## config.mk

```make
export PLATFORM = sky130hd
export DESIGN_NAME = uart_rx_ms
export DESIGN_NICKNAME = d
export VERILOG_FILES = /design/src/rtl/uart_rx_ms.sv
export SDC_FILE = /design/constraint.sdc
export NUM_CORES = 1
export LEC_CHECK = 0
export CORE_MARGIN = 1
export CORE_UTILIZATION = 59
export CTS_CLUSTER_SIZE = 28
export DETAILED_ROUTE_END_ITERATION = 10
export PLACE_DENSITY_LB_ADDON = 0.1
export SLEW_MARGIN = 20
export SYNTH_ARGS = -nofsm -noshare
export SYNTH_HDL_FRONTEND = slang
export SYNTH_SLANG_ARGS = --single-unit
```

## constraint.sdc

```tcl
create_clock -name i_clk -period 5.9 [get_ports i_clk]
set_clock_uncertainty 0.2 [all_clocks]
set_input_delay 0.59 -clock i_clk [delete_from_list [all_inputs] [get_ports i_clk]]
set_output_delay 0.59 -clock i_clk [all_outputs]
set_load 0.02 [all_outputs]
```

## src/rtl/uart_rx_ms.sv

```systemverilog
// uart_rx_ms: parametrised oversampling UART receiver.
// The line is synchronised and each bit is decided by a 3-sample majority vote.
// Break and framing errors are detected, and received words sit in a valid/ready
// holding register that reports overruns.
// Build option: define UART_RX_PARITY_EN to expect and check one parity bit per
// frame. Without it, o_parity_err is always 0 and i_parity_odd is ignored.
module uart_rx_ms #(
    parameter int DATA_BITS   = 8,
    parameter int OVERSAMPLE  = 16,
    parameter int STOP_BITS   = 1,
    parameter int SYNC_STAGES = 2
) (
    input  logic                 i_clk,
    input  logic                 i_rst,
    input  logic                 i_baud_tick,
    input  logic                 i_rx,
    input  logic                 i_parity_odd,
    input  logic                 i_ready,
    output logic [DATA_BITS-1:0] o_data,
    output logic                 o_valid,
    output logic                 o_frame_err,
    output logic                 o_parity_err,
    output logic                 o_break,
    output logic                 o_overrun,
    output logic                 o_busy
);
    localparam int CNT_W = $clog2(OVERSAMPLE);
    localparam int BIT_W = $clog2(DATA_BITS + 1);
    localparam logic [CNT_W-1:0] SAMP_A   = CNT_W'(OVERSAMPLE / 2 - 1);
    localparam logic [CNT_W-1:0] SAMP_B   = CNT_W'(OVERSAMPLE / 2);
    localparam logic [CNT_W-1:0] SAMP_C   = CNT_W'(OVERSAMPLE / 2 + 1);
    localparam logic [CNT_W-1:0] CNT_LAST = CNT_W'(OVERSAMPLE - 1);
    localparam logic [BIT_W-1:0] DATA_LAST = BIT_W'(DATA_BITS - 1);
    localparam logic [BIT_W-1:0] STOP_LAST = BIT_W'(STOP_BITS - 1);

    typedef enum logic [2:0] {
        ST_IDLE      = 3'd0,
        ST_START     = 3'd1,
        ST_DATA      = 3'd2,
`ifdef UART_RX_PARITY_EN
        ST_PARITY    = 3'd3,
`endif
        ST_STOP      = 3'd4,
        ST_WAIT_IDLE = 3'd5
    } state_t;

    state_t                 state_reg, state_next;
    logic [SYNC_STAGES-1:0] sync_reg;
    logic [CNT_W-1:0]       tick_cnt_reg;
    logic [BIT_W-1:0]       bit_cnt_reg;
    logic [DATA_BITS-1:0]   shift_reg;
    logic                   samp_a_reg, samp_b_reg;
    logic                   all_zero_reg;   // every bit so far in this frame was 0
    logic                   frame_err_reg;  // an earlier stop bit of this frame was 0
    logic                   parity_err_reg;

    logic rx_sync, start_detect, in_frame, bit_eval, majority;
    logic frame_done, word_break, word_frame_err, word_parity_err;

    assign rx_sync      = sync_reg[SYNC_STAGES-1];
    assign start_detect = (state_reg == ST_IDLE) && i_baud_tick && !rx_sync;
    assign in_frame     = (state_reg != ST_IDLE) && (state_reg != ST_WAIT_IDLE);
    assign bit_eval     = in_frame && i_baud_tick && (tick_cnt_reg == SAMP_C);
    assign majority     = (samp_a_reg & samp_b_reg) | (samp_a_reg & rx_sync) |
                          (samp_b_reg & rx_sync);

`ifndef UART_RX_PARITY_EN
    logic unused_parity_odd;
    assign unused_parity_odd = i_parity_odd;
`endif

    // Input synchroniser: idles high so reset never looks like a start bit
    always_ff @(posedge i_clk) begin
        if (i_rst) sync_reg <= '1;
        else       sync_reg <= {sync_reg[SYNC_STAGES-2:0], i_rx};
    end

    // State register
    always_ff @(posedge i_clk) begin
        if (i_rst) state_reg <= ST_IDLE;
        else       state_reg <= state_next;
    end

    // Next-state logic; everything advances only on a baud tick
    always_comb begin
        state_next = state_reg;
        case (state_reg)
            ST_IDLE:      if (start_detect) state_next = ST_START;
            ST_START:     if (bit_eval) state_next = majority ? ST_IDLE : ST_DATA;
            ST_DATA:      if (bit_eval && bit_cnt_reg == DATA_LAST)
`ifdef UART_RX_PARITY_EN
                              state_next = ST_PARITY;
            ST_PARITY:    if (bit_eval) state_next = ST_STOP;
`else
                              state_next = ST_STOP;
`endif
            ST_STOP:      if (bit_eval && bit_cnt_reg == STOP_LAST)
                              state_next = majority ? ST_IDLE : ST_WAIT_IDLE;
            ST_WAIT_IDLE: if (i_baud_tick && rx_sync) state_next = ST_IDLE;
            default:      state_next = ST_IDLE;
        endcase
    end

    // Output decode: end-of-frame strobe and the status of the finished word
    always_comb begin
        o_busy          = (state_reg != ST_IDLE);
        frame_done      = bit_eval && (state_reg == ST_STOP) && (bit_cnt_reg == STOP_LAST);
        word_frame_err  = frame_err_reg | ~majority;
        // Break looks at the first stop bit only; later stop bits just add framing errors
        word_break      = (bit_cnt_reg == '0) ? (all_zero_reg & ~majority) : all_zero_reg;
`ifdef UART_RX_PARITY_EN
        word_parity_err = parity_err_reg;
`else
        word_parity_err = 1'b0;
`endif
    end

    // Oversampling counters, sample capture and frame accumulation
    always_ff @(posedge i_clk) begin
        if (i_rst) begin
            tick_cnt_reg   <= '0;
            bit_cnt_reg    <= '0;
            shift_reg      <= '0;
            samp_a_reg     <= 1'b1;
            samp_b_reg     <= 1'b1;
            all_zero_reg   <= 1'b0;
            frame_err_reg  <= 1'b0;
            parity_err_reg <= 1'b0;
        end else if (i_baud_tick) begin
            if (start_detect) begin
                tick_cnt_reg   <= '0;
                all_zero_reg   <= 1'b1;
                frame_err_reg  <= 1'b0;
                parity_err_reg <= 1'b0;
            end else if (tick_cnt_reg == CNT_LAST) begin
                tick_cnt_reg <= '0;
            end else begin
                tick_cnt_reg <= tick_cnt_reg + 1'b1;
            end
            if (in_frame && tick_cnt_reg == SAMP_A) samp_a_reg <= rx_sync;
            if (in_frame && tick_cnt_reg == SAMP_B) samp_b_reg <= rx_sync;
            if (bit_eval) begin
                // Bit counter restarts whenever the FSM moves to a new field
                if (state_next != state_reg) bit_cnt_reg <= '0;
                else                         bit_cnt_reg <= bit_cnt_reg + 1'b1;
                if (state_reg == ST_DATA) begin
                    shift_reg    <= {majority, shift_reg[DATA_BITS-1:1]};
                    all_zero_reg <= all_zero_reg & ~majority;
                end
`ifdef UART_RX_PARITY_EN
                if (state_reg == ST_PARITY) begin
                    parity_err_reg <= (majority != (^shift_reg ^ i_parity_odd));
                    all_zero_reg   <= all_zero_reg & ~majority;
                end
`endif
                if (state_reg == ST_STOP) begin
                    frame_err_reg <= word_frame_err;
                    if (bit_cnt_reg == '0) all_zero_reg <= all_zero_reg & ~majority;
                end
            end
        end
    end

    // Holding register: a full register only accepts a new word if it is being drained
    always_ff @(posedge i_clk) begin
        if (i_rst) begin
            o_data       <= '0;
            o_valid      <= 1'b0;
            o_frame_err  <= 1'b0;
            o_parity_err <= 1'b0;
            o_break      <= 1'b0;
            o_overrun    <= 1'b0;
        end else begin
            o_overrun <= frame_done && o_valid && !i_ready;
            if (frame_done && (!o_valid || i_ready)) begin
                o_data       <= word_break ? '0 : shift_reg;
                o_valid      <= 1'b1;
                o_frame_err  <= word_frame_err;
                o_parity_err <= word_parity_err;
                o_break      <= word_break;
            end else if (o_valid && i_ready) begin
                o_valid <= 1'b0;
            end
        end
    end
endmodule

```

## Word level (Yosys, flattened, before mapping)

Cells that the tools add are included.

| word-level totals | value |
|---|---|
| bits in registers | 37 |
| bits of input ports | 6 |
| output and inout port bits | 14 |
| word-level logic and storage cells | 86 |

| operators by class | value |
|---|---|
| add/sub/neg operators | 2 |
| eq/ne operators | 11 |
| muxes and demuxes | 23 |
| bitwise gates (word level) | 8 |
| reductions and logical operators | 28 |

Operators by type and width:

| kind | number |
|---|---|
| $mux W3 | 6 |
| $logic_and A1 B1 Y1 | 16 |
| $pmux W3 S5 | 1 |
| $eq A4 B4 Y1 const B | 3 |
| $mux W4 | 3 |
| $mux W1 | 11 |
| $add A4 B1 Y4 const B | 2 |
| $eq A4 B3 Y1 const B | 2 |
| $mux W8 | 1 |
| $eq A3 B3 Y1 const B | 2 |
| $reduce_and A2 Y1 | 3 |
| $and A1 B1 Y1 | 4 |
| $logic_not A4 Y1 | 1 |
| $eq A3 B1 Y1 const B | 1 |
| $eq A3 B2 Y1 const B | 1 |
| $logic_not A1 Y1 | 3 |
| $logic_not A3 Y1 | 1 |
| $ne A3 B3 Y1 | 1 |
| $ne A3 B3 Y1 const B | 1 |
| $or A1 B1 Y1 | 3 |
| $reduce_and A3 Y1 | 1 |
| $reduce_bool A3 Y1 | 1 |
| $mux W2 | 1 |
| $reduce_bool A2 Y1 | 1 |
| other kinds (2) | 2 |

## Logic depth before layout (Yosys ltp)

| depth | value |
|---|---|
| depth in word-level cells | 9 |
| mapped depth | 10 |
| mapped depth without buffers | 8 |

## Worst setup path after synthesis

OpenSTA, ideal clock, no wires.

| path | value |
|---|---|
| path kind | input port to flip-flop |
| start point | input i_baud_tick |
| end point | register bit_cnt_reg[2] |
| setup time | 0.092 ns |
| arrival | 1.759 ns |
| required time | 5.608 ns |
| slack | 3.849 ns |
| stages on the path | 6 |
| path buffers | 0 |
| cell sequence | or3b_1 a21oi_2 o21ai_1 a221oi_2 nor3_1 nor4_1 |

| between the ends | value |
|---|---|
| longest elaborated chain between the ends | 7 |
| elaborated cells on any way between the ends | 16 |
| classes of those cells | 1 x eq/ne; 7 x mux; 8 x reduce/logical |

Ends and longest elaborated chain:

| item | line | text |
|---|---|---|
| start: declaration | 15 | `input logic i_baud_tick,` |
| $logic_and A1 B1 Y1 (2 in a row) | 63 | `assign bit_eval = in_frame && i_baud_tick && (tick_cnt_reg == SAMP_C);` |
| $logic_and A1 B1 Y1, on equally long branches | 97, 90 |  |
| $mux W3, on equally long branches | 97, 90 |  |
| $pmux W3 S5 | 87 | `case (state_reg)` |
| $ne A3 B3 Y1 | 144 | `if (state_next != state_reg) bit_cnt_reg <= '0;` |
| $mux W4 | 144 |  |
| end signal: assignment | 145 | `else bit_cnt_reg <= bit_cnt_reg + 1'b1;` |
| end: declaration | 50 | `logic [BIT_W-1:0] bit_cnt_reg;` |

Parallel ways exist; a longest one is shown, timed or not.
A chain may end at the register's enable or synchronous reset.

## Final worst setup path

| path | value |
|---|---|
| start point | input i_baud_tick |
| end point | register o_data[0] |

| between the ends | value |
|---|---|
| longest elaborated chain between the ends | 5 |

Ends and longest elaborated chain:

| item | line | text |
|---|---|---|
| $logic_and A1 B1 Y1 (2 in a row) | 63 |  |
| $logic_and A1 B1 Y1 (2 in a row) | 107 | `frame_done = bit_eval && (state_reg == ST_STOP) && (bit_cnt_reg == STOP_LAST);` |
| $logic_and A1 B1 Y1 | 175 | `if (frame_done && (!o_valid \|\| i_ready)) begin` |
| end signal: assignment | 176 | `o_data <= word_break ? '0 : shift_reg;` |
| end: declaration | 19 | `output logic [DATA_BITS-1:0] o_data,` |

Every way passes these cells.

==> run metrics <==
synth warn=0; GPL Wtd Cong=0.853; Synth cell types=45; Synth Flop Type=dfxtp_1; 1st-pass router iterations=4; final wirelength=3.23 mm; Syn Nets=204; Clock Path Buffers=2; antenna cells=0; HP Class=register to register; via count=1382; worst vdd ir=0.210 mV; Synth async-reset ratio=0; initial DRC count=between 70 and 80; measured slew at the worst slew-check pin=0.552 ns; Rel. slew slack=0.631; Clk pin slew, worst setup/hold paths=0.11 ns; Core Util, Final=0.701; Core Area=2760 um2; PD cells=207 nW/um2; crit start category=primary input; Area Overhead vs Synth=12.4%; Clock Sinks=37; Post-synth EDFFs=0; Post-Syn Instances=between 150 and 200; Wirelength per Cell=13.6 um; setup_tns=0 ns; final hold vios=0; IO Pins=20; Final Cycle Share=0.513; Worst-Skew Late Latency=0.33 ns; Hold Buf Count CTS=0; CTS tree=done; GR Util All Layers=0.224; design area=1930 um2; Tmin final=3.03 ns; FF+latch count, synth=37; status=completed; sequential area share after synthesis=0.430; Mean Syn Cell Area=8.92 um2; DP HPWL=2.18 mm; arrival time of the worst setup path=3.10 ns; largest net degree at the start of global routing=38; DRC=0; die height=between 50 and 60 um; first-pass GRT wire length=about 5.5 mm; Max Fclk=around 330 MHz; Leakage=0.000780 uW; CTS resizes=0; Crit Path Class=primary input to register; CTS buffer count=5; width of the chip=between 50 and 60 um; layout cells sized above 1=0.0825; I/O Buffers=17; NumNets Final=217; worst-path fanout max=16; vias in the first global route=between 1000 and 1500; total gr overflow=0; post-route ant nets=0; CTS H-tree depth=2; Data required, critical path=5.97 ns; root buf cell=clkbuf_4; fin. max-slew vios=0; DR vias/cell=5.83; Critical Path End Type=register; Post-CTS Setup Inserts=0; Placed Area=~1900 um2; Initial Util=0.624; initial antenna violation count=0; row count=19; synthesized area=approximately 1700 um2; # setup viols final=0; max-cap violations=0; die area=between 3000 and 4000 um2; RSZ-0062 raised after global routing=no
==> critical path, stage by stage <==
cell	delay, ns
clkdlybuf4s50_1	0.74
and4b_1	0.39
nand4b_2	0.23
nand2b_1	0.43
a21oi_2	0.48
a22oi_1	0.12
nor2_1	0.12
==> synthesized netlist by cell type (all sizes together) (4+ instances only) <==
cell	count	area share
a21oi	9	0.031
nor2b	4	0.015
nor3	4	0.012
inv	7	0.015
nand2b	5	0.018
nor2	25	0.055
o21ai	4	0.012
dfxtp	37	0.43
nor3b	4	0.017
mux2i	10	0.058
a22oi	9	0.039
nand3	6	0.017
ha	5	0.036
nand2	14	0.031
clkbuf	7	0.015
buf	5	0.016
==> metal layers <==
metal  global-route usage  part of all wire  up-vias
met5                    0                 0        -
met4               0.0836            0.0077        0
met3               0.0744             0.046        4
met2                0.355              0.48       33
met1                0.283              0.47      639
li1                     -                 -      706
==> path summary, 6_finish.rpt <==
kind	startpoint	slack, ns	cells after the start	to
worst min-delay path	sync_reg[0]	0.22	1	sync_reg[1]
worst max register to register	tick_cnt_reg[1]	3.33	8	o_data[0]
worst min register to register	sync_reg[0]	0.22	1	sync_reg[1]
worst max-delay path	i_baud_tick	2.87	7	o_data[0]
==> power by group <==
group,switching [uW],internal (uW),leakage (uW)
logic,12.0,9.30,0.000452
registers,2.86,252,0.000299
clock network,79.4,45.3,0.0000283
total,94.3,306,0.000780
==> layout by cell type, fill, tap and decap left out, types with 4 or more instances in the layout <==
cell             instances
nor2b_1                  4
nand2_1                 14
mux2i_1                 10
a22oi_1                  9
nor3b_1                  4
clkdlybuf4s50_1         17
a21oi_1                  7
nand3_1                  6
inv_1                    7
clkbuf_4                 5
ha_1                     5
dfxtp_1                 37
nor2_1                  25
nand2b_1                 5
nor3_1                   4
==> stage by stage <==
step	cells	power [uW]	hold slack, ns	worst slack [ns]
2_1_floorplan	193	275	0.189	3.85
3_3_place_gp	230	281	0.191	2.62
3_5_place_dp	230	282	0.199	2.51
4_1_cts	237	406	0.226	2.89
5_1_grt	237	419	0.268	2.67
6_report	237	401	0.221	2.87
==> area by class of cell <==
cell class              instances  area, um2
multi-input cells             137        901
fillers                       226        823
flip-flops and latches         37        741
repair buffers                 18        178
clock buffers                   6       41.3
well taps                      31       38.8
inverters                       7       26.3
clock inverters                 1       8.76
==> cells by family (layout without fill, tap and decap cells) <==
family,count (synthesis),in the layout,synth area share
AO/OA/AOI/OAI,38,38,0.166
other,1,1,0.00218
buffers and inverters,19,32,0.0465
AND/OR/NAND/NOR,81,81,0.249
XOR/XNOR,1,1,0.00509
multiplexers,10,10,0.0581
flip-flops,37,37,0.430
adder cells (fa/ha/maj),6,6,0.0429
No activity file was read; power rests on OpenSTA's default activity.
